`config.mk`:
```
export PLATFORM = sky130hd
export DESIGN_NAME = counter
export DESIGN_NICKNAME = d
export VERILOG_FILES = /design/src/rtl/counter_pkg.sv /design/src/rtl/counter_sat8.sv /design/src/rtl/counter.sv
export SDC_FILE = /design/constraint.sdc
export NUM_CORES = 1
export LEC_CHECK = 0
export ABC_AREA = 0
export BUFFER_PORTS_ARGS = -buffer_cell sky130_fd_sc_hd__buf_2
export CAP_MARGIN = 20
export CORE_AREA = 2 2 39 41
export DETAILED_ROUTE_END_ITERATION = 12
export DIE_AREA = 0 0 41 43
export GPL_ROUTABILITY_DRIVEN = 0
export PLACE_DENSITY = 0.43
export SKIP_LAST_GASP = 1
export SLEW_MARGIN = 20
export SYNTH_ARGS = -nofsm -noshare
export SYNTH_HDL_FRONTEND = slang
export SYNTH_SLANG_ARGS = --single-unit
export TNS_END_PERCENT = 20
```
`constraint.sdc`:
```
create_clock -name clk -period 1.83 [get_ports clk]
set_input_delay 0.183 -clock clk [delete_from_list [all_inputs] [get_ports clk]]
set_output_delay 0.183 -clock clk [all_outputs]
set_load 0.005 [all_outputs]
```
`src/rtl/counter_pkg.sv`:
```
// Shared constants and the modulo-increment helper for the counter family.
// The overflow event counter is only built when COUNTER_OVF_CNT_EN is defined.
package counter_pkg;

    localparam int COUNTER_DEF_WIDTH = 4;
    localparam int COUNTER_OVF_W     = 8;

    typedef struct packed {
        logic [31:0] next;
        logic        wrapped;
    } mod_inc_t;

    // Operands are widened to 32 bits so one helper serves every WIDTH up to 32.
    // The sum is taken one bit wider so value+step never aliases.
    function automatic mod_inc_t mod_inc(
        input logic [31:0] value,
        input logic [31:0] step,
        input logic [31:0] max
    );
        logic [32:0] sum;
        mod_inc_t    r;
        sum       = {1'b0, value} + {1'b0, step};
        r.wrapped = (sum > {1'b0, max});
        // The reduced value is always below 2**32, so the low 32 bits are exact.
        r.next    = r.wrapped ? (sum[31:0] - max - 32'd1) : sum[31:0];
        return r;
    endfunction

endpackage

```
`src/rtl/counter_sat8.sv`:
```
// Saturating event counter: counts inc pulses, sticks at all-ones and
// clears on the synchronous active-low reset.
module counter_sat8
    import counter_pkg::*;
(
    input  logic                     clk,
    input  logic                     rstn,
    input  logic                     inc,
    output logic [COUNTER_OVF_W-1:0] cnt
);

    localparam logic [COUNTER_OVF_W-1:0] CNT_MAX = '1;

    logic [COUNTER_OVF_W-1:0] cnt_reg;

    always_ff @(posedge clk) begin
        if (!rstn) begin
            cnt_reg <= '0;
        end else if (inc && (cnt_reg != CNT_MAX)) begin
            cnt_reg <= cnt_reg + COUNTER_OVF_W'(1);
        end
    end

    assign cnt = cnt_reg;

endmodule

```
`src/rtl/counter.sv`:
```
// Free-running modulo up-counter with terminal-count flag and registered wrap pulse.
// Define COUNTER_OVF_CNT_EN to add the 8-bit saturating ovf_cnt output.
module counter
    import counter_pkg::*;
#(
    parameter int                WIDTH     = COUNTER_DEF_WIDTH,
    parameter longint unsigned   MAX_VAL   = (64'd1 << WIDTH) - 64'd1,
    parameter longint unsigned   STEP      = 1,
    parameter longint unsigned   RESET_VAL = 0
) (
    input  logic                     clk,
    input  logic                     rstn,
    output logic [WIDTH-1:0]         out,
    output logic                     tc,
    output logic                     wrap
`ifdef COUNTER_OVF_CNT_EN
    ,
    output logic [COUNTER_OVF_W-1:0] ovf_cnt
`endif
);

    if ((WIDTH < 1) || (WIDTH > 32)) begin : g_bad_width
        $error("counter: WIDTH=%0d outside 1..32", WIDTH);
    end
    if ((MAX_VAL < 64'd1) || (MAX_VAL >= (64'd1 << WIDTH))) begin : g_bad_max
        $error("counter: MAX_VAL=%0d does not fit WIDTH=%0d", MAX_VAL, WIDTH);
    end
    if ((STEP == 64'd0) || (STEP > MAX_VAL)) begin : g_bad_step
        $error("counter: STEP=%0d outside 1..MAX_VAL", STEP);
    end
    if (RESET_VAL > MAX_VAL) begin : g_bad_reset
        $error("counter: RESET_VAL=%0d exceeds MAX_VAL", RESET_VAL);
    end

    localparam logic [WIDTH-1:0] MAX_W = WIDTH'(MAX_VAL);
    localparam logic [WIDTH-1:0] RST_W = WIDTH'(RESET_VAL);

    logic [WIDTH-1:0] out_reg;
    logic [WIDTH-1:0] out_next;
    logic             wrap_reg;
    logic             wrap_next;
    mod_inc_t         inc;
    logic             unused_inc_hi;

    always_comb begin
        inc       = mod_inc(32'(out_reg), 32'(STEP), 32'(MAX_VAL));
        out_next  = inc.next[WIDTH-1:0];
        wrap_next = inc.wrapped;
    end

    // Upper helper bits are zero whenever WIDTH < 32.
    assign unused_inc_hi = ^inc.next;

    always_ff @(posedge clk) begin
        if (!rstn) begin
            out_reg  <= RST_W;
            wrap_reg <= 1'b0;
        end else begin
            out_reg  <= out_next;
            wrap_reg <= wrap_next;
        end
    end

    assign out  = out_reg;
    assign wrap = wrap_reg;
    assign tc   = (out_reg == MAX_W);

`ifdef COUNTER_OVF_CNT_EN
    // Fed with wrap_next so the count moves on the same edge that sets wrap.
    counter_sat8 u_ovf (
        .clk  (clk),
        .rstn (rstn),
        .inc  (wrap_next),
        .cnt  (ovf_cnt)
    );
`endif

endmodule

```
==> results.cfg, run 1 <==
[run_status]
status = finished clean

[worst_hold_path]
hold_start = rstn
hold_depth = 2
hold_end = out[2]
hold_path_class = input pin to register

[power_and_ir_drop]
ir_worst_vdd_mv = 0.3321
power_frac_seq = 0.444
p_total_uw = 274.6
switchingPower_uw = 64.01
power_leakage_uw = 0.0001543
pwr-share-clk = 0.467
sw_frac_of_total = 0.2331
internal_power_uw = 210.6
comb_power_share = 0.089
p_per_area_nw_per_um2 = 922.2

[timing]
setup_viol = 0
totalNegativeSetupSlack_ps = 0
tightest_slew_ps = 189.1
period_minus_slack_ps = 1379
slew_viol_final = 0
period_share = 0.7533
hold_viol = 0
rsz0062_at_grt = no
clock.fmax_mhz = 725.4
finClkSkew_ps = 0.6602
relSlewSlack = 0.8738

[critical_path]
critical_path_class = register to register
critPathMaxFanout = 6
reg2reg_to = wrap
regToRegStartpoint = out[0]
end_kind = register
startpoint_type = register
path_delay_family = flip-flops
critPathRequiredTime_ps = 1990
path_cells = inv_1, ha_1, or3_1, a211oi_2
r2r_setup_slack_ps = 450
r2r_cells = 4
slowest_delay_ps = 400
cpMaxStageDelayCell = dfxtp_1
cp.arrival_ps = 1540
cp_num_buf_inv = 1

[clock_tree]
cts_tree = built
clk_path_buf_depth = 2
cts_hold_buf = 0
cts_root_buf = clkbuf_4
htreeDepth = 1
clkTransAtPathRegs_ps = 40
post_cts_resized = 0
post-cts-setup-buffers = 0
cts_buffers = 3
clkLatencyLatePin_ps = 240
cts_num_sinks = 5

[grt]
antenna_found_initial = 0
grt_first_pass_wirelength_microns = 641
gr-usage-all-layers = 0.06024
grt-ovfl-total = 0
grt_max_degree = 7
grt_pass1_vias = 165

[routing]
wirelength_microns = 400
drt_iter0_markers = 1
routedWlPerCell_microns = 8.333
drc = 0
detail_route.first_pass.iterations = 2
vias = 181
antenna_left = 0
vias_per_cell = 3.771

[final_layout]
drive_gt1_frac = 0.3750
final_cell_mix = buf_2 (7), dfxtp_1 (5), clkbuf_4 (3), nand2_1 (2), ha_1 (2)
layout_commonest_cell = buf_2
diodes = 0
largest_reg_flops = 4
areaGrowthSynthToFinish_pct = 37.57
final_nets = 37

[floorplan]
core-area_sq_um = 1384
die_h_microns = 43
rows = 14
die_w_microns = 41
fp.dieArea_sq_um = 1763
initial_core_util = 0.1564
ios = 8

[flow_run]
drv_cap = 0

[synthesis]
syn-mean-instance-area_sq_um = 10.31
seq_area_frac_synth = 0.4624
syn_area_sq_um = 216.5
ys_ff_latch = 5
syn_nets = 25
synth_cells = 21
yosys_warnings = 0
yosysUniqueCellTypes = 15

[place]
hpwlAfterDp_microns = 319.9
port_buffers = 7
synth_stat cells:
library cell,count,share of area
dfxtp_1,5,0.46
ha_1,2,0.12
nand2_1,2,0.035
a211oi_2,1,0.058
and2_1,1,0.029
and2b_2,1,0.040
and3_1,1,0.029
inv_1,1,0.017
mux2i_1,1,0.046
nand2b_1,1,0.029
nand3_1,1,0.023
nor2_1,1,0.017
nor2b_1,1,0.029
or3_1,1,0.029
xor2_1,1,0.040
worst max path at each step:
stage / to / cells after the start / slack (ps) / start
floorplan: wrap / 4 / 520 / out[0]
global placement: wrap / 4 / 480 / out[0]
detailed placement: wrap / 4 / 450 / out[0]
CTS: wrap / 4 / 420 / out[0]
global route: wrap / 4 / 370 / out[0]
finish: wrap / 4 / 450 / out[0]
power groups by stage:
stage                     logic [uW]  registers [uW]  clock network [uW]
after global routing            29.0             123                 142
final                           24.4             122                 128
after global placement          24.5             123                   0
after detailed placement        25.1             124                   0
after CTS                       25.2             122                 133
after floorplan                 14.8             123                   0
final cells by class:
type | count | area, sq um
repair buffers | 7 | 35.03
clock buffers | 4 | 26.28
fillers | 157 | 1086
multi-input cells | 15 | 112.6
inverters | 1 | 3.754
flip-flops and latches | 5 | 100.1
well taps | 16 | 20.02
metal layers:
layer	up-vias	global-route usage	wire, microns
met5	-	0	0
met4	0	0	0
met3	0	0.07853	65
met2	12	0.07500	157
met1	77	0.06752	178
li1	92	-	-
logic make-up (layout without fill, tap and decap cells):
family / Yosys count / count (layout) / share of synthesized area
and+or+nand+nor: 10 / 10 / 0.2602
xor gates and xnor gates: 1 / 1 / 0.04047
muxes: 1 / 1 / 0.04624
DFF: 5 / 5 / 0.4624
adders and majority gates: 2 / 2 / 0.1156
AOI/OAI and AO/OA: 1 / 1 / 0.05779
buffers and inverters: 1 / 12 / 0.01732
worst reg2reg max path, delay by kind of cell, from the launching register on:
family	cells	cell delay (ps)
and+or+nand+nor	1	330
AOI/OAI and AO/OA	1	210
adders and majority gates	1	300
DFF	1	400
buffers and inverters	1	60
stage by stage:
stage                     cells    util  setup WS (ps)  instance area [sq um]  hold WS [ps]
final                        48  0.2152          451.4                  297.8         205.9
after global routing         48  0.2152          374.5                  297.8         226.0
after CTS                    48  0.2152          423.7                  297.8         208.8
after detailed placement     44  0.1962          445.6                  271.5         461.7
after global placement       44  0.1962          483.2                  271.5         442.3
after floorplan              21       -          517.7                  216.5         304.7
No activity file was read; power rests on OpenSTA's default activity.
==> inputs of run 2 (changes only) <==
Settings changed: PLACE_DENSITY 0.43 to 0.44.
Clock period 1.83 ns to 1.11 ns, I/O delays scaled along.
==> run 2 against run 1 <==
  * The run now ends with negative setup slack left
  * Clock power rose by 60%
  * First-iteration DRC count fell by 100%
  * Final cell count is 10% higher
  * Worst hold slack lost 65 ps
  * Via count grew 15%
  * Setup slack worse by 540 ps
  * Sequential cell count unchanged
  * Wire length rose by 17%
  * Sequential power up 66%
  * Power rose by 81%
  * Combinational power grew to 3.8 times the previous value
  * Largest power group unchanged
==> results.cfg, run 2 (same netlist as run 1, synthesis figures left out) <==
[run_status]
status = complete, but fails checks
violations = negative setup slack

[place]
hpwlAfterDp_microns = 313.8
dp_slack_ps = -142.5
port_buffers = 7
placed_cell_area_sq_um = 287.8

[final_layout]
areaGrowthSynthToFinish_pct = 78.61
utilization = 0.2794
final_nets = 42
final_cell_area_sq_um = 386.6
final_cell_mix = buf_2 (6), clkbuf_4 (3), dfxtp_1 (3), buf_6 (3), buf_4 (3)
seqCellArea_sq_um = 102.6
n_fill_cell = 146
multi_input_area_sq_um = 147.6
largest_reg_flops = 4
diodes = 0
drive_gt1_frac = 0.6486
layout_commonest_cell = buf_2

[clock_tree]
cts_tree = built
clkTransAtPathRegs_ps = 40
cts_hold_buf = 0
cts_root_buf = clkbuf_4
htreeDepth = 1
cts_num_sinks = 5
clkLatencyLatePin_ps = 240
cts_buffers = 3
clk_path_buf_depth = 2

[timing]
hold_viol = 0
rsz0062_at_grt = yes
period_minus_slack_ps = 1201
clock.fmax_mhz = 832.5
fin_ws_ps = -91.26
setup_viol = 3
worst_hold_slack_ps = 141.3
tightest_slew_ps = 199.4
slew_viol_final = 0
period_share = 1.082
relSlewSlack = 0.8669
finClkSkew_ps = 1.278

[floorplan]
ios = 8
die_h_microns = 43
initial_core_util = 0.1564
core-area_sq_um = 1384
die_w_microns = 41
fp.dieArea_sq_um = 1763
rows = 14

[routing]
detail_route.first_pass.iterations = 1
drc = 0
wirelength_microns = 466
drt_iter0_markers = 0
antenna_left = 0
vias = 208
routedWlPerCell_microns = 8.792
vias_per_cell = 3.925

[critical_path]
r2r_cells = 4
end_kind = primary output
critPathRequiredTime_ps = 1000
critPathMaxFanout = 4
critical_path_class = register to primary output
startpoint_type = register
cp.arrival_ps = 1090

[flow_run]
drv_cap = 0

[power_and_ir_drop]
p_per_area_nw_per_um2 = 1289
ir_worst_vdd_mv = 0.7759
power_leakage_uw = 0.0001803

[worst_hold_path]
hold_path_class = input pin to register
hold_depth = 2

[grt]
grt_max_degree = 7
grt_pass1_vias = 191
grt_first_pass_wirelength_microns = 752
antenna_found_initial = 0
gr-usage-all-layers = 0.07042
grt-ovfl-total = 0
-- run 2: changes by cell type in the layout (fill, tap and decap cells not counted), moves of 2 or more --
cell     change
buf_6        +3
dfxtp_1      -2
dfxtp_2      +2
ha_4         +2
buf_4        +3
ha_1         -2
-- run 2: final timing paths --
kind / startpoint / to / slack, ps
worst max-delay path: out[1] / tc / -90
worst min-delay path: rstn / out[2] / 140
worst min register to register: out[3] / wrap / 500
worst max register to register: out[0] / wrap / -80
-- run 2: metrics by stage --
| step | TNS, ps | total power (uW) | std cells |
|---|---|---|---|
| 4_1_cts | -220.9 | 500.9 | 51 |
| 5_1_grt | -325.3 | 530.3 | 53 |
| 2_1_floorplan | -139.2 | 229.0 | 21 |
| 3_3_place_gp | -118.4 | 253.0 | 46 |
| 3_5_place_dp | -145.7 | 256.6 | 46 |
| 6_report | -211.1 | 498.4 | 53 |
-- run 2: worst max-delay path, cell delays in order, from the launching register on --
cell and delay [ps]:
dfxtp_2 330, buf_6 120, ha_4 160, and3_4 140, buf_6 110
-- run 2: layer usage --
layer  wire [microns]  share of wire  up-vias  global-route usage
met4                6          0.013        0             0.02000
met3               58           0.12        2             0.07853
li1                 -              -      102                   -
met2              206           0.44       10             0.08750
met5                0              0        -                   0
met1              194           0.42       94             0.07767
-- run 2: final cells by class --
| cell class | instances | area share |
|---|---|---|
| Sequential cell | 5 | 0.2654 |
| Clock buffer | 4 | 0.06796 |
| Timing Repair Buffer | 12 | 0.2233 |
| Inverter | 1 | 0.009709 |
| Tap cell | 16 | 0.05178 |
| Multi-Input combinational cell | 15 | 0.3819 |
-- run 2: repair_timing --
item	in CTS	in global routing
setup endpoints to repair	3	2
pin swaps	5	2
buffers inserted	1	2
resized for setup	8	2
-- run 2: report_power, final --
part           switching [uW]  internal, uW  total, uW
logic                    34.9          57.2       92.1
clock network            69.0           136        205
registers                10.5           191        202
==> inputs of run 3 (changes only) <==
Settings changed: ABC_AREA 0 to not set, CELL_PAD_IN_SITES_DETAIL_PLACEMENT set to 0, CELL_PAD_IN_SITES_GLOBAL_PLACEMENT set to 1, PLACE_DENSITY 0.44 to 0.52.
==> run 3 against run 2 <==
  * The flow still finishes with violations (negative setup slack)
  * Via count up 2.9%
  * Final area shrank 1.3%
  * Clock-buffer cell count unchanged
  * Wire length increased by 14%
  * Setup slack worse by 26 ps
  * Fmax shrank 2.1%
  * Largest cell class unchanged
==> results.cfg, run 3 (same netlist as run 1, synthesis figures left out) <==
[routing]
met3WireLength_microns = 53
routedWlPerCell_microns = 10.06
vias_per_cell = 4.038
detail_route.first_pass.iterations = 2
m1WireLength_microns = 226
drt_iter0_markers = 2
drc = 0
top_layer_used = met4
dr_wl_met2_microns = 222
antenna_left = 0
wirelength_microns = 533
vias = 214

[critical_path]
regToRegStartpoint = out[0]
r2r_cells = 4
slowest_delay_ps = 380
startpoint_type = register
cpMaxStageDelayCell = or3_1
critical_path_class = register to register
path_cells = inv_1, ha_4, or3_1, a211oi_2
reg2reg_to = wrap
cp.arrival_ps = 1400
r2r_setup_slack_ps = -120
critPathRequiredTime_ps = 1290
end_kind = register
critPathMaxFanout = 2

[timing]
clock.fmax_mhz = 814.7
period_share = 1.106
totalNegativeSetupSlack_ps = -298.0
rsz0062_at_grt = yes
hold_viol = 0
setup_viol = 3
relSlewSlack = 0.8601
fin_ws_ps = -117.5
worst_hold_slack_ps = 133.3
period_minus_slack_ps = 1227
tightest_slew_ps = 209.6
finClkSkew_ps = 8.428
slew_viol_final = 0

[grt]
grt_first_pass_wirelength_microns = 855
grt_pass1_vias = 207
grt-ovfl-total = 0
antenna_found_initial = 0
grt_max_degree = 7
gr-usage-all-layers = 0.08425

[clock_tree]
cts_num_sinks = 5
cts_tree = built
cts_root_buf = clkbuf_4
cts_buffers = 3
clkTransAtPathRegs_ps = 50
htreeDepth = 1
clk_path_buf_depth = 2
clkLatencyLatePin_ps = 250
cts_hold_buf = 0

[final_layout]
final_cell_mix = buf_2 (6), clkbuf_4 (3), dfxtp_1 (3), buf_6 (3), buf_4 (3)
multi_input_area_sq_um = 142.6
areaGrowthSynthToFinish_pct = 76.30
final_cell_area_sq_um = 381.6
diodes = 0
n_fill_cell = 155
seqCellArea_sq_um = 102.6
layout_commonest_cell = buf_2
utilization = 0.2758
largest_reg_flops = 4
layoutNonFillerInstCount = 53
drive_gt1_frac = 0.5946
final_nets = 42

[floorplan]
ios = 8
initial_core_util = 0.1564
die_w_microns = 41
rows = 14
core-area_sq_um = 1384
fp.dieArea_sq_um = 1763
die_h_microns = 43

[worst_hold_path]
hold_start = rstn
hold_end = out[1]
hold_path_class = input pin to register
hold_depth = 2

[place]
dp.cells = 46
placed_cell_area_sq_um = 287.8
port_buffers = 7
hpwlAfterDp_microns = 330.2

[power_and_ir_drop]
power_leakage_uw = 0.0001797
ir_worst_vdd_mv = 0.4653
p_per_area_nw_per_um2 = 1322

[run_status]
violations = negative setup slack
status = complete, but fails checks

[flow_run]
drv_cap = 0
## run 3: layout make-up
| cell class | instances | share of cell area |
|---|---|---|
| Sequential cell | 5 | 0.2689 |
| Timing Repair Buffer | 12 | 0.2262 |
| Tap cell | 16 | 0.05246 |
| Multi-Input combinational cell | 15 | 0.3738 |
| Inverter | 1 | 0.009836 |
| Clock buffer | 4 | 0.06885 |
## run 3: layer usage
metal  track usage  vias up
met5             0        -
met4        0.1000        0
met3       0.06283        5
met2       0.09688       11
met1       0.08333       95
li1              -      103
## run 3: through the flow
stage          setup WS (ps)  power, uW
6_report              -117.5      504.4
2_1_floorplan         -139.2      229.0
4_1_cts               -112.1      501.5
3_3_place_gp          -109.4      255.6
3_5_place_dp          -127.6      256.3
5_1_grt               -159.7      534.5
## run 3: worst max path at each step
stage,startpoint,to,slack [ps],cells past startpoint
finish,out[0],wrap,-120,4
detailed placement,out[0],wrap,-130,4
global route,out[0],wrap,-160,4
floorplan,out[0],wrap,-140,4
CTS,out[0],wrap,-110,4
global placement,out[0],wrap,-110,4
## run 3: what timing repair did
action,4_1_cts,5_1_grt
resized for setup,5,3
buffers inserted,3,0
setup endpoints to repair,3,3
pin swaps,2,2
## run 3: critical path: cells and delay by family (launching register included)
kind / cells / cell delay [ps]
and+or+nand+nor: 1 / 380
DFF: 1 / 330
adders and majority gates: 1 / 210
AOI/OAI and AO/OA: 1 / 170
buffers and inverters: 1 / 60
## run 3: power by group
part           internal, uW  switching [uW]  total, uW
clock network           136            82.5        219
registers               191            11.2        202
logic                  49.4            33.9       83.2
total                   377             128        504
